## src/rtl/skewed_input_buffer_pkg.sv

```systemverilog
// skewed_input_buffer_pkg: shared defaults, state encoding and counter widths for the skewed input buffer
package skewed_input_buffer_pkg;
  localparam int ROWS_D = 4;
  localparam int DW_D = 8;
  localparam int DEPTH_D = 16;
  localparam int TW_D = $clog2(DEPTH_D + ROWS_D);
  localparam logic [0:0] IDLE = 1'b0;
  localparam logic [0:0] STREAM = 1'b1;
endpackage

```

## src/rtl/skewed_input_buffer_lane.sv

```systemverilog
// skew_lane: per-lane tile storage with a skewed, zero-padded read port
module skew_lane
  import skewed_input_buffer_pkg::*;
#(
  parameter int LANE = 0,
  parameter int DW = DW_D,
  parameter int DEPTH = DEPTH_D,
  parameter int TW = TW_D,
  parameter int CW = $clog2(DEPTH_D + 1),
  parameter int AW = $clog2(DEPTH_D)
) (
  input  logic          clk,
  input  logic          we,
  input  logic [AW-1:0] waddr,
  input  logic [DW-1:0] wdata,
  input  logic [TW-1:0] t,
  input  logic [CW-1:0] len,
  input  logic          skew,
  output logic [DW-1:0] data
);
  logic [DW-1:0] mem [DEPTH];
  logic [TW:0] idx;
  logic in_range;
  always_ff @(posedge clk)
    if (we) mem[waddr] <= wdata;
  // one extra bit keeps t-LANE from wrapping before the range check
  always_comb begin
    idx = {1'b0, t} - (TW+1)'(LANE);
    in_range = ({1'b0, t} >= (TW+1)'(LANE)) && (idx < (TW+1)'(len));
    data = skew ? (in_range ? mem[idx[AW-1:0]] : '0) : mem[t[AW-1:0]];
  end
endmodule

```

## src/rtl/skewed_input_buffer.sv

```systemverilog
// skewed_input_buffer: buffers an activation tile and streams it skewed or aligned into the array
module skewed_input_buffer
  import skewed_input_buffer_pkg::*;
#(
  parameter int ROWS = ROWS_D,
  parameter int DW = DW_D,
  parameter int DEPTH = DEPTH_D
) (
  input  logic                         clk,
  input  logic                         rst,
  input  logic                         load_valid,
  output logic                         load_ready,
  input  logic [ROWS*DW-1:0]           load_data,
  input  logic                         start,
  input  logic                         skew_en,
  input  logic                         keep,
  output logic                         out_valid,
  input  logic                         out_ready,
  output logic [ROWS*DW-1:0]           out_data,
  output logic                         busy,
  output logic                         done,
  output logic [$clog2(DEPTH+1)-1:0]   fill_cnt
);
  localparam int CW = $clog2(DEPTH + 1);
  localparam int TW = $clog2(DEPTH + ROWS);
  localparam int AW = $clog2(DEPTH);
  logic [0:0] state;
  logic [TW-1:0] t, last_t;
  logic [CW-1:0] len;
  logic skew_q, keep_q, ld, fire;
  logic [ROWS*DW-1:0] lanes;
  always_comb begin
    busy = state == STREAM;
    out_valid = busy;
    load_ready = !busy && (fill_cnt < CW'(DEPTH)) && !start;
    ld = load_valid && load_ready;
    fire = busy && out_ready;
    last_t = skew_q ? TW'(len) + TW'(ROWS - 2) : TW'(len) - TW'(1);
    done = fire && (t == last_t);
    out_data = busy ? lanes : '0;
  end
  always_ff @(posedge clk)
    if (rst) begin
      state <= IDLE;
      fill_cnt <= '0;
      t <= '0;
      len <= '0;
      skew_q <= 1'b0;
      keep_q <= 1'b0;
    end else if (state == IDLE) begin
      if (start && fill_cnt != '0) begin
        state <= STREAM;
        len <= fill_cnt;
        skew_q <= skew_en;
        keep_q <= keep;
        t <= '0;
      end else if (ld) fill_cnt <= fill_cnt + CW'(1);
    end else if (fire) begin
      t <= done ? '0 : t + TW'(1);
      if (done) state <= IDLE;
      if (done && !keep_q) fill_cnt <= '0;
    end
  for (genvar i = 0; i < ROWS; i++) begin : g_lane
    skew_lane #(.LANE(i), .DW(DW), .DEPTH(DEPTH), .TW(TW), .CW(CW), .AW(AW)) u_lane (
      .clk(clk),
      .we(ld),
      .waddr(fill_cnt[AW-1:0]),
      .wdata(load_data[i*DW +: DW]),
      .t(t),
      .len(len),
      .skew(skew_q),
      .data(lanes[i*DW +: DW])
    );
  end
endmodule

```

## config.mk

```make
export PLATFORM = sky130hd
export DESIGN_NAME = skewed_input_buffer
export DESIGN_NICKNAME = d
export VERILOG_FILES = /design/src/rtl/skewed_input_buffer_pkg.sv /design/src/rtl/skewed_input_buffer_lane.sv /design/src/rtl/skewed_input_buffer.sv
export SDC_FILE = /design/constraint.sdc
export NUM_CORES = 1
export LEC_CHECK = 0
export CAP_MARGIN = 20
export CORE_MARGIN = 5
export CORE_UTILIZATION = 56
export CTS_CLUSTER_DIAMETER = 80
export CTS_CLUSTER_SIZE = 20
export DETAILED_ROUTE_END_ITERATION = 7
export PLACE_DENSITY = 0.77
export SLEW_MARGIN = 25
export SYNTH_ARGS = -nofsm -noshare
export SYNTH_HDL_FRONTEND = slang
export SYNTH_HIERARCHICAL = 1
export SYNTH_SLANG_ARGS = --single-unit
```

## constraint.sdc

```tcl
create_clock -name clk -period 3.6 [get_ports clk]
set_input_delay 0.72 -clock clk [delete_from_list [all_inputs] [get_ports clk]]
set_output_delay 0.72 -clock clk [all_outputs]
set_load 0.005 [all_outputs]
```

==> flow_summary_export.csv, run 1 <==
group,metric,value,unit
pwr,power.share.combinational,0.054,
yosys,synth.cells.most_frequent,"edfxtp_1 (512), mux4_2 (155), mux2i_1 (91)",
final_layout,layout-drive-gt1-share,0.325,
pwr,cellInternalPower,0.00909,W
cts,clockRootBuffer,"clkbuf_16",
floorplanning,initial_core_util,0.565,
global_route,wire_length_of_the_first_global_routing_pass,96.1,mm
sta,tightest_slew,0.990,ns
pwr,clockPowerShare,0.349,
floorplanning,die_width,224,um
floorplanning,placeable_area,0.0453,mm^2
pwr,power-per-cell-area,380,mW/mm^2
global_route,grt.total_usage,0.251,
placed_design,detailedPlacementHpwl,38.1,mm
pwr,total_leakage_power,9.59,nW
status,outcome,"finished with violations",
final_layout,num-nets-final,1770,
global_route,grt_max_degree,46,
cts,clk_pin_slew_worst_paths,0.08,ns
yosys,synth_top_cell_by_area,"edfxtp_1",
pwr,power.share.switching,0.206,
yosys,synth.area.top_cells,"edfxtp_1 (60%), mux4_2 (14%), mux2i_1 (3.6%), mux4_1 (2.5%), dfxtp_1 (1.4%)",
sta,final_min_period_over_clock_period,1.10,
final_layout,area.growth.synth_to_final,17.6,%
routing,wl_per_cell,27.4,um
global_route,number_of_global_route_vias_before_repair,15700,
final_layout,stdcell_count,2317,
sta,maxSlewViolCount,0,
sta,final-setup-viol-count,24,
yosys,cells_after_synthesis,1472,
cts,cts-hold-fix-buffers,0,
yosys,mappedNetlistNets,1538,
cts,clock_tree.buffer_depth,3,
floorplanning,floorplan.io_pins,80,
yosys,dominantRegCellSynth,"edfxtp_1",
yosys,synth_cell_types,85,
cts,cts_made_buffers,34,
routing,route.final.wire_length,63.5,mm
placed_design,numPlacedInstances,2200,
yosys,average_size_of_a_mapped_cell,17.4,um^2
yosys,synth_enable_flop_cells,512,
global_route,globalRouteOverflowTotal,0,
critical_path,worst_setup_path_end_kind,"output pin",
pwr,share_seq_of_total_power,0.597,
yosys,synth.yosys.seq_area_share,0.615,
cts,cts.sink_count,530,
critical_path,crit_path_cell_trace,"inv_4 > ha_4 > inv_2 > or3_4 > xnor2_2 > ha_1 > o21ai_1 > a21oi_1 > or4b_4 > buf_6 > o32ai_2 > and2_1 > buf_2",
placed_design,weighted_congestion_at_the_end_of_routability_driven_global_placement,0.839,
yosys,synth.most_common_cell,"edfxtp_1",
routing,vias,15300,
critical_path,worst_ep_required_time,2.88,ns
sta,rsz_0062_raised_after_global_routing,"true",
critical_path,startpoint_type,"flip-flop",
sta,fin_hold_ws,0.585,ns
routing,detail_route.iter0.violations,1819,
yosys,netlist_area,0.0256,mm^2
final_layout,antenna_cells,0,
yosys,yosys_warnings,6,
flow_run,drv_cap,0,
yosys,synth.ff_latch_count,530,
routing,drtPass1Iterations,5,
critical_path,cp_slowest_cell,"or4b_4",
routing,drt.antenna.violating_nets,0,
floorplanning,dieArea,0.0501,mm^2
sta,achievable-frequency,253,MHz
sta,worst_slack,-0.352,ns
sta,finalCriticalPeriod,3.95,ns
routing,avgViaCountPerCell,6.62,
critical_path,worstPathArrival,3.23,ns
placed_design,io_buffers,79,
critical_path,criticalPathCategory,"flip-flop to output pin",
yosys,synthArstFlopShare,0,
yosys,synth_top_cell_area_share,0.601,
global_route,number_of_antenna_violations_at_the_first_check_in_global_routing,2,
pwr,worst_ir_drop_vdd,529,uV
floorplanning,row_count,78,
critical_path,worst-path-max-fanout,4,
status,failed_checks,"setup timing",
routing,drcViolationCount,0,
pwr,p_sw,0.00236,W
worst_hold_path,path_category_of_the_worst_min_delay_check,"flip-flop to flip-flop",
sta,clock-skew-final,0.0163,ns
critical_path,worst_stage_delay_on_the_critical_path,0.60,ns
final_layout,nFillCells,2983,
cts,clk_latency,0.56,ns
cts,cts_tree,"built",
sta,report.final.hold_viol_count,0,
floorplanning,fp.dieH,224,um
cts,htree_levels,2,
sta,slew_headroom,0.339,
[flip-flops by register name, summed over array words and instances (netlist names)]
signal,cells
busy,1
fill_cnt,5
g_lane.u_lane/mem,512
t,5
len,5
skew_q,1
keep_q,1
[cells by family (layout without fill, tap and decap cells)]
family	Yosys count	count (layout)	share of synthesized area
AND/OR/NAND/NOR	255	255	0.0542
flip-flops	530	530	0.615
XOR/XNOR	18	18	0.00778
adder cells (fa/ha/maj)	27	27	0.0132
multiplexers	283	283	0.209
buffers and inverters	143	388	0.0343
AO/OA/AOI/OAI	216	216	0.0665
[power by group through the flow]
stage / Clock [W] / Sequential, W / Combinational, W
3_3_place_gp: 0 / 0.00697 / 0.000556
2_1_floorplan: 0 / 0.00696 / 0.000296
6_report: 0.00400 / 0.00683 / 0.000622
5_1_grt: 0.00434 / 0.00684 / 0.000662
3_5_place_dp: 0 / 0.00697 / 0.000570
4_1_cts: 0.00407 / 0.00683 / 0.000605
[routing by layer]
layer / part of all wire / track usage / vias to the layer above
met5: 0.00033 / 0 / -
met2: 0.50 / 0.414 / 785
met4: 0.031 / 0.0779 / 4
met3: 0.085 / 0.0444 / 141
met1: 0.38 / 0.348 / 7857
li1: - / - / 6550
[cell usage in the layout, fill, tap and decap left out, types with 17 or more instances in the layout]
cell type,count
buf_6,21
ha_1,18
a22oi_1,39
mux4_1,21
buf_2,23
a21oi_1,19
buf_4,158
nor2b_1,17
and2_1,33
nand2_1,42
clkbuf_16,40
mux2i_1,87
nor3_1,24
inv_1,45
a21boi_0,17
edfxtp_1,512
a211oi_1,17
mux4_2,158
clkdlybuf4s50_1,46
nor2_1,63
[final cells by class]
class                           count  area (um^2)  share of cell area
Sequential cell                   530        15800               0.523
Clock inverter                      5         87.6             0.00291
Inverter                           53          213             0.00707
Tap cell                          600          751              0.0249
Multi-Input combinational cell    799         9480               0.315
Timing Repair Buffer              286         2830              0.0940
Clock buffer                       44          983              0.0327
[per-stage QoR]
| step | setup TNS [ns] | power (W) | utilization | cell area (um^2) | setup WS [ns] |
|---|---|---|---|---|---|
| 5_1_grt | -7.63 | 0.0118 | 0.665 | 30100 | -0.444 |
| 3_3_place_gp | -1.95 | 0.00752 | 0.610 | 27600 | -0.145 |
| 4_1_cts | -8.83 | 0.0115 | 0.655 | 29700 | -0.414 |
| 2_1_floorplan | 0 | 0.00725 | - | 25600 | 0.00150 |
| 3_5_place_dp | -3.50 | 0.00754 | 0.610 | 27600 | -0.222 |
| 6_report | -5.44 | 0.0114 | 0.665 | 30100 | -0.352 |
[timing repair]
item	4_1_cts	5_1_grt
pin swaps	18	35
cloned	10	2
resized for setup	156	105
buffers inserted	37	24
setup endpoints to repair	33	33
[final timing paths]
kind | startpoint | end | slack [ns] | cells past startpoint
min | fill_cnt[4] | len[4] | 0.58 | 2
max | t[1] | out_data[13] | -0.35 | 13
min reg2reg | fill_cnt[4] | len[4] | 0.58 | 2
max reg2reg | busy | g_lane[1].u_lane/mem[0][6] | 0.95 | 6
[critical path: cells and delay by family (launching register included)]
kind / cells / cell delay, ns
fa+ha+maj: 2 / 0.40
compound gates: 3 / 0.26
buf+inv: 4 / 0.38
flops: 1 / 0.37
xor+xnor: 1 / 0.14
simple gates: 3 / 1.13
Note: power is estimated with default switching activity, not from simulation.
==> inputs of run 2 (changes only) <==
--- a/config.mk
+++ b/config.mk
@@ -9,8 +9,8 @@
 export CORE_MARGIN = 5
 export CORE_UTILIZATION = 56
 export CTS_CLUSTER_DIAMETER = 80
-export CTS_CLUSTER_SIZE = 20
 export DETAILED_ROUTE_END_ITERATION = 7
+export HOLD_SLACK_MARGIN = 0.12
 export PLACE_DENSITY = 0.77
 export SLEW_MARGIN = 25
 export SYNTH_ARGS = -nofsm -noshare
==> run 2 against run 1 <==
The run still ends with setup timing left. Register-to-register slack worse by 0.06 ns. Die area unchanged. Highest routed layer is now met4. Critical path type unchanged. Final cell count up 1.5%. Cell area up 2.1%. Critical endpoint unchanged. Clock power up 34%. First-iteration DRC count down 0.22%.
==> flow_summary_export.csv, run 2 (synthesized netlist as in run 1, its figures left out) <==
group,metric,value,unit
status,outcome,"finished with violations",
routing,detail_route.iter0.violations,1815,
cts,clock_tree.buffer_depth,3,
placed_design,detailedPlacementHpwl,38.1,mm
final_layout,nFillCells,2920,
pwr,total_leakage_power,9.83,nW
critical_path,startpoint_type,"flip-flop",
global_route,grtUsageMet3,0.0435,
sta,final-setup-viol-count,27,
cts,clk_pin_slew_worst_paths,0.06,ns
sta,maxSlewViolCount,0,
placed_design,io_buffers,79,
sta,report.final.hold_viol_count,0,
pwr,worst_ir_drop_vdd,492,uV
routing,drtPass1Iterations,5,
pwr,share_seq_of_total_power,0.534,
global_route,number_of_global_route_vias_before_repair,15900,
final_layout,layout.cells.most_common,"edfxtp_1",
pwr,clockPowerShare,0.417,
routing,drt.antenna.violating_nets,0,
critical_path,worst-path-max-fanout,45,
final_layout,area.sequential,0.0158,mm^2
pwr,overall_power,0.0128,W
critical_path,worst_setup_path_end_kind,"output pin",
final_layout,antenna_cells,0,
cts,cts_made_buffers,53,
floorplanning,initial_core_util,0.565,
global_route,grt_max_degree,46,
placed_design,place_ws,-0.222,ns
cts,clk_latency,0.59,ns
final_layout,post-route-util,0.679,
global_route,wire_length_of_the_first_global_routing_pass,97.4,mm
final_layout,multi_input_comb_area,0.00954,mm^2
critical_path,worstPathArrival,3.24,ns
floorplanning,fp.dieH,224,um
sta,final_min_period_over_clock_period,1.10,
pwr,cellInternalPower,0.0102,W
global_route,globalRouteOverflowTotal,0,
routing,wl_per_cell,27.6,um
sta,tightest_slew,1.01,ns
global_route,gr-max-usage-layer,"met2",
final_layout,area.growth.synth_to_final,20.1,%
final_layout,num-nets-final,1779,
floorplanning,placeable_area,0.0453,mm^2
routing,vias,15500,
cts,htree_levels,2,
placed_design,weighted_congestion_at_the_end_of_routability_driven_global_placement,0.839,
routing,avgViaCountPerCell,6.58,
pwr,power-per-cell-area,417,mW/mm^2
pwr,p_sw,0.00259,W
final_layout,layout_common_cells,"edfxtp_1 (512), mux4_2 (160), buf_4 (145)",
critical_path,criticalPathCategory,"flip-flop to output pin",
cts,cts-hold-fix-buffers,0,
pwr,power.share.switching,0.202,
floorplanning,die_width,224,um
cts,cts.sink_count,530,
global_route,global_route.usage.met2,0.427,
sta,slew_headroom,0.326,
floorplanning,row_count,78,
floorplanning,floorplan.io_pins,80,
sta,finalCriticalPeriod,3.96,ns
routing,route.final.wire_length,64.9,mm
pwr,power.share.combinational,0.049,
routing,drcViolationCount,0,
floorplanning,dieArea,0.0501,mm^2
status,failed_checks,"setup timing",
flow_run,drv_cap,0,
sta,clock-skew-final,0.0101,ns
critical_path,worst_ep_required_time,2.88,ns
placed_design,detailed_place.area,0.0276,mm^2
cts,cts_tree,"built",
sta,worst_slack,-0.358,ns
sta,rsz_0062_raised_after_global_routing,"true",
worst_hold_path,path_category_of_the_worst_min_delay_check,"flip-flop to flip-flop",
global_route,number_of_antenna_violations_at_the_first_check_in_global_routing,0,
final_layout,post_layout_inst_area,0.0307,mm^2
final_layout,layout-drive-gt1-share,0.334,
cts,clockRootBuffer,"clkbuf_16",
sta,achievable-frequency,253,MHz
final_layout,number_of_flip_flops_under_the_largest_register_name,512,
final_layout,registers.top_by_ff_count,"g_lane.u_lane/mem",
global_route,grt.total_usage,0.254,
global_route,grt_util_met1,0.351,
==> run 2: layout make-up <==
type | count | area share
Clock buffer | 74 | 0.0470
Tap cell | 600 | 0.0244
Clock inverter | 20 | 0.00725
Timing Repair Buffer | 276 | 0.0917
Inverter | 53 | 0.00688
Multi-Input combinational cell | 799 | 0.310
Sequential cell | 530 | 0.512
==> run 2: timing repair <==
| item | CTS | global route |
|---|---|---|
| pin swaps | 25 | 27 |
| gates cloned | 11 | 2 |
| endpoints found under the setup margin | 33 | 33 |
| setup buffers | 40 | 8 |
| gates resized for setup | 214 | 54 |
==> run 2: worst max-delay path, cell delays in order, from the launching register on <==
cell	delay, ns
dfxtp_4	0.36
buf_12	0.15
buf_4	0.14
buf_12	0.18
or3_4	0.44
a32oi_4	0.35
buf_4	0.21
o22ai_1	0.09
a211oi_1	0.30
o32ai_2	0.13
and2_1	0.17
buf_2	0.12
==> run 2: path summary, 6_finish.rpt <==
path,from,endpoint,slack [ns],depth (start not counted)
max,t[0],out_data[13],-0.36,11
min,fill_cnt[4],len[4],0.59,2
max reg2reg,busy,g_lane[1].u_lane/mem[0][5],0.89,6
min reg2reg,fill_cnt[4],len[4],0.59,2
==> run 2: per-layer routing <==
layer / vias to the layer above / part of all wire / wire (um)
met2: 830 / 0.50 / 32600
li1: 6588 / - / -
met1: 7926 / 0.39 / 25000
met5: - / 0 / 0
met4: 0 / 0.028 / 1800
met3: 122 / 0.084 / 5460
==> run 2: stage by stage <==
step,TNS [ns],instances,hold slack [ns]
after floorplan,0,1472,0.485
after global routing,-8.57,2352,0.621
after global placement,-1.95,2200,0.561
final,-5.91,2352,0.589
after detailed placement,-3.50,2200,0.569
after CTS,-7.00,2345,0.582
==> run 2: power by group through the flow <==
stage | Sequential, W | Combinational, W | Clock (W)
floorplan | 0.00696 | 0.000296 | 0
global placement | 0.00697 | 0.000556 | 0
detailed placement | 0.00697 | 0.000570 | 0
CTS | 0.00684 | 0.000610 | 0.00539
global route | 0.00684 | 0.000672 | 0.00572
finish | 0.00684 | 0.000631 | 0.00535
==> inputs of run 3 (changes only) <==
--- a/config.mk
+++ b/config.mk
@@ -5,7 +5,9 @@
 export SDC_FILE = /design/constraint.sdc
 export NUM_CORES = 1
 export LEC_CHECK = 0
+export ABC_CLOCK_PERIOD_IN_PS = 3600
 export CAP_MARGIN = 20
+export CORE_ASPECT_RATIO = 0.5
 export CORE_MARGIN = 5
 export CORE_UTILIZATION = 56
 export CTS_CLUSTER_DIAMETER = 80
==> run 3 against run 2 <==
The flow still finishes with violations (setup timing). Register-to-register slack gained 0.09 ns. Clock skew grew 0.012 ns. Clock power shrank 9.9%. Via count grew 0.48%. Die area grew 0.52%. Critical path depth grew 2. Critical path type unchanged. Largest cell class unchanged. Highest routed layer unchanged.
==> flow_summary_export.csv, run 3 (synthesized netlist as in run 1, its figures left out) <==
group,metric,value,unit
status,outcome,"finished with violations",
status,failed_checks,"setup timing",
pwr,worst_ir_drop_vdd,412,uV
critical_path,timing.reg2reg.worst_path_depth,7,
final_layout,num-nets-final,1758,
critical_path,worst-path-max-fanout,7,
routing,avgViaCountPerCell,6.69,
sta,worst_slack,-0.380,ns
critical_path,timing.rr.start,"busy",
global_route,grt.total_usage,0.247,
final_layout,nFillCells,2837,
pwr,power-per-cell-area,409,mW/mm^2
routing,route.final.wire_length,63.2,mm
cts,htree_levels,2,
critical_path,rrSetupSlack,0.98,ns
sta,achievable-frequency,251,MHz
critical_path,worst_setup_path_end_kind,"output pin",
cts,clk_latency,0.55,ns
routing,vias,15500,
critical_path,worst_ep_required_time,2.88,ns
placed_design,weighted_congestion_at_the_end_of_routability_driven_global_placement,0.853,
critical_path,criticalPathCategory,"flip-flop to output pin",
final_layout,registers.top_by_ff_count,"g_lane.u_lane/mem",
critical_path,crit_path_end,"out_data[13]",
routing,detail_route.iter0.violations,1774,
sta,tightest_slew,1.09,ns
global_route,number_of_antenna_violations_at_the_first_check_in_global_routing,0,
critical_path,worst_stage_delay_on_the_critical_path,0.61,ns
sta,maxSlewViolCount,0,
sta,final_min_period_over_clock_period,1.11,
sta,finalCriticalPeriod,3.98,ns
sta,rsz_0062_raised_after_global_routing,"true",
placed_design,detailed_place.area,0.0276,mm^2
placed_design,io_buffers,79,
sta,final-setup-viol-count,32,
final_layout,post_layout_inst_area,0.0299,mm^2
floorplanning,initial_core_util,0.567,
cts,cts.sink_count,530,
critical_path,r2r_end,"g_lane[3].u_lane/mem[0][6]",
critical_path,startpoint_type,"flip-flop",
final_layout,layout_common_cells,"edfxtp_1 (512), mux4_2 (156), buf_4 (148)",
cts,cts-hold-fix-buffers,0,
critical_path,worstPathArrival,3.26,ns
floorplanning,dieArea,0.0503,mm^2
sta,clock-skew-final,0.0218,ns
cts,clock_tree.buffer_depth,3,
critical_path,critical_path.startpoint,"t[0]",
cts,clockRootBuffer,"clkbuf_16",
sta,report.final.hold_viol_count,0,
routing,drcViolationCount,0,
placed_design,detailedPlacementHpwl,39.4,mm
final_layout,area.growth.synth_to_final,17.0,%
critical_path,crit_path_cell_trace,"inv_4 > ha_4 > inv_2 > or3_4 > xnor2_2 > ha_1 > o21ai_2 > a21oi_2 > or4b_4 > buf_6 > o32ai_2 > and2_1 > buf_2",
routing,drt.antenna.violating_nets,0,
floorplanning,row_count,55,
global_route,wire_length_of_the_first_global_routing_pass,96.2,mm
floorplanning,die_width,312,um
cts,cts_tree,"built",
global_route,globalRouteOverflowTotal,0,
floorplanning,floorplan.io_pins,80,
cts,cts_made_buffers,47,
final_layout,antenna_cells,0,
floorplanning,fp.dieH,161,um
cts,clk_pin_slew_worst_paths,0.07,ns
global_route,grt_max_degree,71,
final_layout,post-route-util,0.663,
flow_run,drv_cap,0,
routing,drtPass1Iterations,5,
final_layout,layout.cells.most_common,"edfxtp_1",
worst_hold_path,path_category_of_the_worst_min_delay_check,"flip-flop to flip-flop",
final_layout,number_of_flip_flops_under_the_largest_register_name,512,
global_route,number_of_global_route_vias_before_repair,15900,
floorplanning,placeable_area,0.0451,mm^2
final_layout,layout-drive-gt1-share,0.305,
pwr,total_leakage_power,9.49,nW
sta,slew_headroom,0.269,
routing,wl_per_cell,27.2,um
critical_path,cp_slowest_cell,"or4b_4",
run 3: cell count changes in the layout (fill, tap and decap cells not counted), sizes merged:
cell and delta:
bufbuf -4, buf -16, clkinvlp +3, clkdlybuf4s50 +4, dlymetal6s2s -1, clkinv +2
bufinv -2, clkbuf -19, clkdlybuf4s15 +6
run 3: metrics by stage:
stage | TNS (ns) | instances | worst slack [ns] | hold slack, ns | total power (W)
after CTS | -8.29 | 2309 | -0.454 | 0.564 | 0.0123
after global routing | -11.13 | 2323 | -0.486 | 0.603 | 0.0126
after global placement | -0.842 | 2200 | -0.142 | 0.540 | 0.00751
final | -7.62 | 2323 | -0.380 | 0.557 | 0.0123
after floorplan | 0 | 1472 | 0.00150 | 0.485 | 0.00725
after detailed placement | -2.43 | 2200 | -0.297 | 0.545 | 0.00753
run 3: worst min-delay path by stage:
| stage | endpoint | depth (start not counted) | start |
|---|---|---|---|
| 6_report | len[4] | 2 | fill_cnt[4] |
| 5_1_grt | fill_cnt[1] | 2 | fill_cnt[1] |
| 4_1_cts | len[4] | 2 | fill_cnt[4] |
| 3_5_place_dp | len[4] | 2 | fill_cnt[4] |
| 3_3_place_gp | fill_cnt[1] | 2 | fill_cnt[1] |
| 2_1_floorplan | len[4] | 2 | fill_cnt[4] |
run 3: metal layers:
metal,GRT usage,routed length (um),up-vias
met4,0.0604,1740,0
met2,0.423,31600,904
met3,0.0403,5920,125
met1,0.340,23900,7955
li1,-,-,6556
met5,0,0,-
run 3: critical path, delay by kind of cell (launching register included):
family                   cells  cell delay, ns
AO/OA/AOI/OAI                3            0.24
adder cells (fa/ha/maj)      2            0.41
flip-flops                   1            0.37
AND/OR/NAND/NOR              3            1.16
buffers and inverters        4            0.38
XOR/XNOR                     1            0.15
run 3: timing repair:
action / CTS / global route
pin swaps: 25 / 11
resized for setup: 155 / 27
gates cloned: 6 / 1
setup buffers: 21 / 16
setup endpoints to repair: 33 / 33
run 3: final cells by class:
class	count	area (um^2)	area share
Inverter	53	208	0.00694
Timing Repair Buffer	261	2490	0.0831
Clock buffer	59	1250	0.0418
Tap cell	598	748	0.0250
Clock inverter	23	199	0.00664
Sequential cell	530	15800	0.526
Multi-Input combinational cell	799	9290	0.310
run 3: power breakdown:
part           total, W  switching [W]  internal (W)
combinational  0.000605       0.000333      0.000272
clock           0.00482        0.00214       0.00268
sequential      0.00683      0.0000325       0.00680
total            0.0123        0.00251       0.00975
